## src/rtl/cpu_types_pkg.sv

```systemverilog
// Shared CPU types used by the memory arbiter and its bench: word type,
// RAM status codes, arbiter state encoding and the streak counter width.
package cpu_types_pkg;

  typedef logic [31:0] word_t;

  typedef enum logic [1:0] {
    FREE   = 2'd0,
    BUSY   = 2'd1,
    ACCESS = 2'd2,
    ERROR  = 2'd3
  } ramstate_t;

  typedef enum logic [1:0] {
    IDLE   = 2'd0,
    IGRANT = 2'd1,
    DGRANT = 2'd2,
    HIT    = 2'd3
  } state_t;

  localparam int STREAK_W = 4;

endpackage

```

## src/rtl/mem_arbiter_if.sv

```systemverilog
// Request/response bundle between the pipeline ports, the RAM and the arbiter.
// Modport ma is the arbiter's view; tb is the view of whoever drives the
// pipeline requests and models the RAM.
interface mem_arbiter_if;
  import cpu_types_pkg::*;

  logic      iREN;
  word_t     iaddr;
  logic      dREN;
  logic      dWEN;
  word_t     daddr;
  word_t     dstore;
  ramstate_t ramstate;
  word_t     ramload;

  logic      ihit;
  logic      dhit;
  word_t     imemload;
  word_t     dmemload;
  logic      ramREN;
  logic      ramWEN;
  word_t     ramaddr;
  word_t     ramstore;

  modport ma (
    input  iREN, iaddr, dREN, dWEN, daddr, dstore, ramstate, ramload,
    output ihit, dhit, imemload, dmemload, ramREN, ramWEN, ramaddr, ramstore
  );

  modport tb (
    output iREN, iaddr, dREN, dWEN, daddr, dstore, ramstate, ramload,
    input  ihit, dhit, imemload, dmemload, ramREN, ramWEN, ramaddr, ramstore
  );

endinterface

```

## src/rtl/mem_arbiter.sv

```systemverilog
// Registered arbiter between instruction fetch and data memory ports and a
// single-ported RAM. Data wins by default; after DSTREAK_MAX consecutive data
// grants with a fetch waiting, one fetch grant is forced.
//
// state  | meaning
// IDLE   | no transaction; pick the next owner
// IGRANT | fetch owns the RAM, strobe held until ACCESS or fetch drops
// DGRANT | data owns the RAM, strobe held until ACCESS (reads may abort)
// HIT    | one-cycle hit pulse; the completed request is ignored here
module mem_arbiter
  import cpu_types_pkg::*;
#(
  parameter int DSTREAK_MAX = 4
) (
  input logic     CLK,
  input logic     nRST,
  mem_arbiter_if.ma bus
);

  localparam logic [STREAK_W-1:0] STREAK_LIMIT = STREAK_W'(DSTREAK_MAX);

  state_t              state;
  logic [STREAK_W-1:0] streak;
  logic                d_pend;

  assign d_pend = bus.dREN | bus.dWEN;

  // Arbitration FSM; every output, including the RAM strobes, is a register.
  always_ff @(posedge CLK or negedge nRST) begin
    if (!nRST) begin
      state        <= IDLE;
      streak       <= '0;
      bus.ihit     <= 1'b0;
      bus.dhit     <= 1'b0;
      bus.imemload <= '0;
      bus.dmemload <= '0;
      bus.ramREN   <= 1'b0;
      bus.ramWEN   <= 1'b0;
      bus.ramaddr  <= '0;
      bus.ramstore <= '0;
    end else begin
      case (state)
        IDLE: begin
          if (bus.iREN && (!d_pend || streak == STREAK_LIMIT)) begin
            state       <= IGRANT;
            streak      <= '0;
            bus.ramaddr <= bus.iaddr;
            bus.ramREN  <= 1'b1;
            bus.ramWEN  <= 1'b0;
          end else if (d_pend) begin
            // a simultaneous dREN/dWEN is serviced as a write
            state       <= DGRANT;
            bus.ramaddr <= bus.daddr;
            bus.ramWEN  <= bus.dWEN;
            bus.ramREN  <= ~bus.dWEN;
            if (bus.dWEN) bus.ramstore <= bus.dstore;
            if (bus.iREN) streak <= streak + 1'b1;
          end
        end
        IGRANT: begin
          if (!bus.iREN) begin
            // fetch flushed: quietly release the RAM
            bus.ramREN <= 1'b0;
            state      <= IDLE;
          end else if (bus.ramstate == ACCESS) begin
            bus.ramREN   <= 1'b0;
            bus.imemload <= bus.ramload;
            bus.ihit     <= 1'b1;
            state        <= HIT;
          end
        end
        DGRANT: begin
          if (bus.ramREN && !bus.dREN) begin
            // reads may be withdrawn; writes always run to completion
            bus.ramREN <= 1'b0;
            state      <= IDLE;
          end else if (bus.ramstate == ACCESS) begin
            if (bus.ramREN) bus.dmemload <= bus.ramload;
            bus.ramREN <= 1'b0;
            bus.ramWEN <= 1'b0;
            bus.dhit   <= 1'b1;
            state      <= HIT;
          end
        end
        HIT: begin
          bus.ihit <= 1'b0;
          bus.dhit <= 1'b0;
          state    <= IDLE;
        end
        default: state <= IDLE;
      endcase
    end
  end

endmodule

```

## src/flat_wrapper.sv

```systemverilog
// flat-port wrapper written by rule: the top's interface ports become plain ports
module mem_arbiter_flat import cpu_types_pkg::*;
#(
  parameter int DSTREAK_MAX = 4
)
  (CLK, nRST, bus_iREN, bus_iaddr, bus_dREN, bus_dWEN, bus_daddr, bus_dstore, bus_ramstate, bus_ramload, bus_ihit, bus_dhit, bus_imemload, bus_dmemload, bus_ramREN, bus_ramWEN, bus_ramaddr, bus_ramstore);
  mem_arbiter_if bus_i ();
  input logic CLK;
  input logic nRST;
  input wire logic [$bits(bus_i.iREN)-1:0] bus_iREN;
  input wire logic [$bits(bus_i.iaddr)-1:0] bus_iaddr;
  input wire logic [$bits(bus_i.dREN)-1:0] bus_dREN;
  input wire logic [$bits(bus_i.dWEN)-1:0] bus_dWEN;
  input wire logic [$bits(bus_i.daddr)-1:0] bus_daddr;
  input wire logic [$bits(bus_i.dstore)-1:0] bus_dstore;
  input wire logic [$bits(bus_i.ramstate)-1:0] bus_ramstate;
  input wire logic [$bits(bus_i.ramload)-1:0] bus_ramload;
  output wire logic [$bits(bus_i.ihit)-1:0] bus_ihit;
  output wire logic [$bits(bus_i.dhit)-1:0] bus_dhit;
  output wire logic [$bits(bus_i.imemload)-1:0] bus_imemload;
  output wire logic [$bits(bus_i.dmemload)-1:0] bus_dmemload;
  output wire logic [$bits(bus_i.ramREN)-1:0] bus_ramREN;
  output wire logic [$bits(bus_i.ramWEN)-1:0] bus_ramWEN;
  output wire logic [$bits(bus_i.ramaddr)-1:0] bus_ramaddr;
  output wire logic [$bits(bus_i.ramstore)-1:0] bus_ramstore;
  assign bus_i.iREN = bus_iREN;
  assign bus_i.iaddr = bus_iaddr;
  assign bus_i.dREN = bus_dREN;
  assign bus_i.dWEN = bus_dWEN;
  assign bus_i.daddr = bus_daddr;
  assign bus_i.dstore = bus_dstore;
  assign bus_i.ramstate = bus_ramstate;
  assign bus_i.ramload = bus_ramload;
  assign bus_ihit = bus_i.ihit;
  assign bus_dhit = bus_i.dhit;
  assign bus_imemload = bus_i.imemload;
  assign bus_dmemload = bus_i.dmemload;
  assign bus_ramREN = bus_i.ramREN;
  assign bus_ramWEN = bus_i.ramWEN;
  assign bus_ramaddr = bus_i.ramaddr;
  assign bus_ramstore = bus_i.ramstore;
  mem_arbiter #(.DSTREAK_MAX(DSTREAK_MAX)) u_core (.CLK(CLK), .nRST(nRST), .bus(bus_i));
endmodule
```

## config.mk

```make
export PLATFORM = sky130hd
export DESIGN_NAME = mem_arbiter_flat
export DESIGN_NICKNAME = d
export VERILOG_FILES = /design/src/rtl/cpu_types_pkg.sv /design/src/rtl/mem_arbiter_if.sv /design/src/rtl/mem_arbiter.sv /design/src/flat_wrapper.sv
export SDC_FILE = /design/constraint.sdc
export NUM_CORES = 1
export LEC_CHECK = 0
export CORE_MARGIN = 10
export CORE_UTILIZATION = 41
export CTS_CLUSTER_SIZE = 10
export DETAILED_ROUTE_END_ITERATION = 7
export PLACE_DENSITY = 0.8
export SLEW_MARGIN = 10
export SYNTH_ARGS = -nofsm -noshare
export SYNTH_HDL_FRONTEND = slang
export SYNTH_SLANG_ARGS = --single-unit
```

## constraint.sdc

```tcl
create_clock -name CLK -period 2.4 [get_ports CLK]
set_clock_uncertainty 0.05 [all_clocks]
set_input_delay 0.24 -clock CLK [delete_from_list [all_inputs] [get_ports CLK]]
set_output_delay 0.24 -clock CLK [all_outputs]
set_load 0.05 [all_outputs]
```

==> results of run 1 <==
## logic make-up after synthesis
logic type	synth area share [%]
flops	61.1
simple gates	9.90
mux	19.3
buf+inv	2.75
compound gates	5.58
fa+ha+maj	1.33
## per-layer routing
| metal | wire, um | GRT usage, % | up-vias |
|---|---|---|---|
| met4 | 519 | 8.49 | 0 |
| met2 | 8860 | 31.3 | 211 |
| li1 | - | - | 2139 |
| met3 | 1960 | 8.08 | 35 |
| met1 | 6630 | 19.7 | 2233 |
| met5 | 0 | 0 | - |
## worst paths after layout
kind | start | endpoint | slack (ns) | depth (start not counted)
max | u_core.bus.ramREN | bus_ramREN | 0.43 | 1
min | nRST | u_core.bus.ramstore[17] | 0.31 | 2
max reg2reg | u_core.state[0] | u_core.bus.dmemload[21] | 0.46 | 6
min reg2reg | u_core.bus.dmemload[1] | u_core.bus.dmemload[1] | 0.45 | 1
max in group asynchronous | nRST | u_core.bus.dmemload[22] | 1.29 | 3
min in group CLK | bus_daddr[9] | u_core.bus.ramaddr[9] | 0.33 | 3
## registers in the layout (all words and copies together) (netlist names)
name                 flops
u_core.bus.dhit          1
u_core.bus.dmemload     32
u_core.bus.ihit          1
u_core.bus.imemload     32
u_core.bus.ramREN        1
u_core.bus.ramWEN        1
u_core.bus.ramaddr      32
u_core.bus.ramstore     32
u_core.state             2
u_core.streak            4
## power by group through the flow
stage	logic, mW	registers [mW]	clock network [mW]
4_1_cts	7.78	3.92	2.92
2_1_floorplan	1.57	7.26	0
6_report	7.74	3.91	2.86
5_1_grt	8.08	4.04	3.03
3_5_place_dp	7.75	3.96	0
3_3_place_gp	7.61	3.89	0
## final cells by class
type / count / area, sq um / share of cell area (%)
Sequential cell: 138 / 3450 / 37.4
Inverter: 9 / 33.8 / 0.366
Multi-Input combinational cell: 284 / 2050 / 22.2
Timing Repair Buffer: 281 / 2830 / 30.6
Tap cell: 176 / 220 / 2.38
Clock buffer: 21 / 460 / 4.98
Clock inverter: 11 / 191 / 2.07
## cells in the mapped netlist (2+ instances only)
| cell | number | share of area (%) |
|---|---|---|
| a31oi_1 | 32 | 3.5 |
| o21ai_0 | 3 | 0.27 |
| nand3_1 | 6 | 0.53 |
| and3_1 | 2 | 0.22 |
| a21oi_1 | 5 | 0.44 |
| buf_4 | 2 | 0.27 |
| mux2_1 | 2 | 0.40 |
| inv_1 | 9 | 0.60 |
| mux2_2 | 95 | 19 |
| a21o_1 | 2 | 0.27 |
| dfrtp_1 | 138 | 61 |
| nor2_1 | 34 | 2.3 |
| o22ai_1 | 2 | 0.22 |
| nand2_1 | 72 | 4.8 |
| clkbuf_1 | 7 | 0.47 |
| nand2b_1 | 2 | 0.22 |
| buf_2 | 16 | 1.4 |
| a22oi_1 | 2 | 0.27 |
| ha_1 | 6 | 1.3 |
| nor3_1 | 5 | 0.44 |
## cells in the final DEF, fill, tap and decap left out, types with 3 or more instances in the layout
| cell | count |
|---|---|
| mux2_2 | 95 |
| clkinvlp_4 | 3 |
| a31oi_1 | 32 |
| clkbuf_16 | 17 |
| nor3_1 | 5 |
| a21oi_1 | 5 |
| nor2_1 | 32 |
| nand2_1 | 72 |
| nand3_1 | 6 |
| o21ai_0 | 3 |
| ha_1 | 6 |
| buf_4 | 10 |
| buf_12 | 4 |
| bufinv_16 | 5 |
| dfrtp_1 | 138 |
| clkdlybuf4s50_1 | 265 |
| inv_1 | 9 |
## metrics by stage
step                      instances  area [sq um]  hold WS (ns)  worst slack (ns)
after global routing            920          9240         0.334             0.327
after detailed placement        886          8560         0.192            0.0562
after CTS                       919          9220         0.321             0.173
after global placement          886          8560         0.185             0.173
after floorplan                 456          5650        -0.106             0.629
final                           920          9240         0.313             0.432
==> results.tsv, run 1 <==
stage	metric	value	unit
grt	gr ovfl total	0	
timing	Max-Slew Margin vs Limit	61.1	%
synthesis	synthesized flop and latch total	138	
routing	routed len/inst	19.5	um
setup_path	CP Class	flip-flop to output pin	
final_layout	Util after Layout	69.2	%
synthesis	Post-synth ARST share	100	%
power_and_ir_drop	peak supply drop	848	uV
cts	CTS Buf Count	17	
synthesis	prevailing post-synth register cell	dfrtp_1	
power_and_ir_drop	combinational share of power	53.3	%
synthesis	sequential area share after synthesis	61.1	%
grt	largest net degree at the start of global routing	65	
setup_path	Buf/Inv on CP	1	
run	max cap viols	0	
die	Core ar.	0.0133	sq mm
timing	Total Neg Setup Slack	0	ns
cts	H-tree lvl count	4	
timing	final setup fails	0	
die	Die ar.	0.0189	sq mm
grt	GRT Total Usage	18.6	%
cts	# clock sinks	138	
die	Die W	137	um
cts	Hold Buf Count CTS	1	
grt	first-pass GRT wire length	27000	um
final_layout	layout cells sized above 1	19.5	%
setup_path	CP cell instances	clkdlybuf4s50_1	
setup_path	CP max stage delay	0.86	ns
hold_path	worst min-delay path category	primary input to async pin	
final_layout	nets	872	
power_and_ir_drop	Pwr Density	1570	mW/mm^2
cts	clock buffer depth	2	
timing	Max Clock Freq	0.508	GHz
cts	Clock Root Buffer	clkbuf_16	
cts	post-CTS setup buffer count	0	
power_and_ir_drop	Lkg Pwr	4.00	nW
synthesis	Synth Net Count	597	
placed_design	number of port buffers	266	
routing	drc violations	0	
grt	vias in the first global route	4982	
final_layout	filler cell count	961	
routing	first-pass iteration count of the detailed router	4	
synthesis	Syn Inst Count	456	
setup_path	critical path required time	2.11	ns
die	Die Y	137	um
power_and_ir_drop	Pwr Total	14.5	mW
routing	vias	4618	
final_layout	n_diodes	0	
routing	Routed Antenna Nets	0	
timing	final hold vios	0	
timing	Worst Max-Slew Pin Slew	0.582	ns
grt	initial antenna violation count	0	
setup_path	cell family with most CP delay	buffers and inverters	
die	Ports	267	
routing	starting DRC count in detailed routing	250	
setup_path	Crit. End Element	output pin	
power_and_ir_drop	switching share of power	44.8	%
synthesis	Avg Cell Area, Syn	12.4	sq um
cts	CTS tree	done	
setup_path	Worst Setup Start Kind	flip-flop	
power_and_ir_drop	Internal Power	8.01	mW
setup_path	Slowest-stage cell, CP	clkdlybuf4s50_1	
timing	RSZ-0062 raised after global routing	no	
power_and_ir_drop	switching power	6.51	mW
placed_design	routability cong.	0.817	
timing	Tmin final	1.97	ns
cts	Resized Gates After CTS	0	
setup_path	worst-path fanout max	4	
timing	Final period util	82.0	%
routing	Post-Route WL	18000	um
synthesis	yosys warns	0	
setup_path	Worst Path Arrival	1.68	ns
synthesis	netlist area before placement	0.00565	sq mm
power_and_ir_drop	Clk network pwr share	19.7	%
timing	Slew Limit Fails	0	
cts	Clock transition at path regs	0.06	ns
power_and_ir_drop	sequential power share	27.0	%
run_status	status	finished clean	
synthesis	post-synth cell types	34	
die	Rows	42	
synthesis	Post-synth EDFFs	0	
cts	clk_lat worst skew	0.41	ns
routing	routed vias/inst	5.02	
placed_design	Post-DP HPWL	14100	um
final_layout	Area Overhead vs Synth	63.5	%
die	Starting Density	42.3	%
Power figures use the tool's default switching activity.
==> run 2, diff against run 1 <==
CORE_UTILIZATION = 37   (was 41)
PLACE_DENSITY = 0.76   (was 0.8)
clock period = 1.8 ns   (was 2.4 ns; I/O delays follow)
==> run 2 against run 1 <==
Final cell count is 4.5% higher. Largest power group unchanged. Cell area is 3.5% higher. Critical path depth is 7 higher. Via count is 3.6% higher. Die area is 9.2% higher. Setup slack worse by 0.41 ns. Register-to-register slack worse by 0.44 ns. Combinational power is 33% higher. First-iteration DRC count is 3.2% higher.
==> results.tsv, run 2 (same netlist as run 1, synthesis figures left out) <==
stage	metric	value	unit
routing	drc violations	0	
timing	Final WS setup	0.0217	ns
timing	WHS	0.184	ns
setup_path	CP Class	flip-flop to flip-flop	
cts	clock buffer depth	2	
die	Die ar.	0.0206	sq mm
setup_path	worst-path fanout max	8	
cts	CTS Buf Count	17	
routing	routed len/inst	20.1	um
hold_path	worst min-delay path category	primary input to async pin	
power_and_ir_drop	peak supply drop	1040	uV
placed_design	Setup Slack @ Placement	-0.524	ns
die	Ports	267	
run	max cap viols	0	
grt	vias in the first global route	5091	
cts	Clock transition at path regs	0.06	ns
final_layout	layout cells sized above 1	27.7	%
grt	GRT Total Usage	17.3	%
routing	DR WL met3	1860	um
grt	initial antenna violation count	0	
timing	RSZ-0062 raised after global routing	yes	
routing	routed vias/inst	4.98	
setup_path	Crit. Startpoint	u_core.state[0]	
grt	largest net degree at the start of global routing	56	
setup_path	critical path required time	2.05	ns
run_status	status	finished clean	
cts	clk_lat worst skew	0.41	ns
final_layout	most common cell after layout, fill and taps aside	dfrtp_1	
setup_path	r2r startpoint	u_core.state[0]	
cts	# clock sinks	138	
final_layout	nets	901	
setup_path	Slowest-stage cell, CP	dfrtp_1	
setup_path	CP cell instances	inv_2 > buf_6 > ha_4 > nand3_4 > nor2_4 > buf_6 > clkbuf_16 > mux2_4	
routing	Post-Route WL	19300	um
grt	first-pass GRT wire length	28000	um
setup_path	Worst Setup Start Kind	flip-flop	
cts	CTS tree	done	
final_layout	most frequent cells in the layout	138 x dfrtp_1, 133 x clkdlybuf4s50_1, 113 x dlygate4sd2_1	
timing	final hold vios	0	
timing	Slew Limit Fails	0	
setup_path	CP max stage delay	0.38	ns
routing	first-pass iteration count of the detailed router	4	
timing	Final period util	98.8	%
timing	Max Clock Freq	0.562	GHz
grt	gr ovfl total	0	
power_and_ir_drop	Pwr Density	1990	mW/mm^2
die	Core ar.	0.0151	sq mm
final_layout	n_diodes	0	
die	Die Y	144	um
cts	Clock Root Buffer	clkbuf_16	
final_layout	Area Overhead vs Synth	69.3	%
die	Starting Density	37.4	%
routing	starting DRC count in detailed routing	258	
timing	Max-Slew Margin vs Limit	63.5	%
die	Rows	45	
setup_path	R2R depth	8	
timing	Worst Max-Slew Pin Slew	0.550	ns
routing	vias	4782	
setup_path	Most common cell on crit path	buf_6	
setup_path	Worst Path Arrival	2.02	ns
routing	Max Used Layer	met4	
routing	met2 wire length	9810	um
routing	wl on met1	7200	um
timing	Tmin final	1.78	ns
cts	H-tree lvl count	4	
power_and_ir_drop	Lkg Pwr	4.46	nW
placed_design	number of port buffers	266	
placed_design	routability cong.	0.826	
routing	Routed Antenna Nets	0	
timing	final setup fails	0	
setup_path	Crit. End Element	flip-flop	
placed_design	Post-DP HPWL	13500	um
die	Die W	144	um
## run 2: cell count changes in the layout (fill, tap and decap cells not counted), moves of 6 or more
cell	delta
mux2_2	-16
nand2_1	-6
dlygate4sd2_1	+113
clkdlybuf4s50_1	-132
mux2_4	+17
buf_4	+31
buf_6	+6
## run 2: repair_timing
item | 4_1_cts | 5_1_grt
pin swaps | 1 | 26
resized for setup | 120 | 48
buffers inserted | 2 | 7
gates cloned | 2 | 7
hold buffers | 1 | 0
hold endpoints to repair | 47 | 0
setup endpoints to repair | 202 | 111
## run 2: worst paths after layout
kind	end	slack (ns)
setup / recovery	u_core.bus.dmemload[27]	0.02
hold / removal	u_core.bus.ramstore[3]	0.18
setup reg to reg	u_core.bus.dmemload[27]	0.02
hold reg to reg	u_core.bus.imemload[17]	0.45
max in group asynchronous	u_core.bus.ramstore[25]	0.89
min in group CLK	u_core.bus.ramaddr[19]	0.28
## run 2: final cells by class
type                            instances  area, sq um
Sequential cell                       138         3450
Fill cell                            1181         5520
Tap cell                              188          235
Clock buffer                           17          425
Clock inverter                         15          186
Inverter                                9         37.5
Multi-Input combinational cell        287         2260
Timing Repair Buffer                  307         2970
## run 2: per-layer routing
metal | GRT usage [%] | up-vias
met5 | 0 | -
met2 | 29.8 | 190
met1 | 18.6 | 2366
met4 | 6.29 | 0
met3 | 7.29 | 28
li1 | - | 2198
## run 2: worst max-delay path, delay by kind of cell, from the launching register on
kind          cells  cell delay (ns)
fa+ha+maj         1             0.15
buf+inv           4             0.52
flops             1             0.38
mux               1             0.30
simple gates      2             0.26
## run 2: power by group
group / internal, mW / switching (mW)
Clock: 2.20 / 1.40
Combinational: 3.37 / 6.92
Sequential: 4.46 / 0.703
Total: 10.0 / 9.03
## run 2: through the flow
step / utilization [%] / instances / area (sq um) / power [mW] / setup TNS [ns]
after detailed placement: 57.3 / 911 / 8650 / 15.7 / -22.09
after floorplan: - / 456 / 5650 / 11.8 / 0
after global routing: 63.4 / 961 / 9570 / 20.0 / -0.753
after global placement: 57.3 / 911 / 8650 / 15.4 / -18.93
after CTS: 61.1 / 948 / 9220 / 18.6 / 0
final: 63.4 / 961 / 9570 / 19.1 / 0
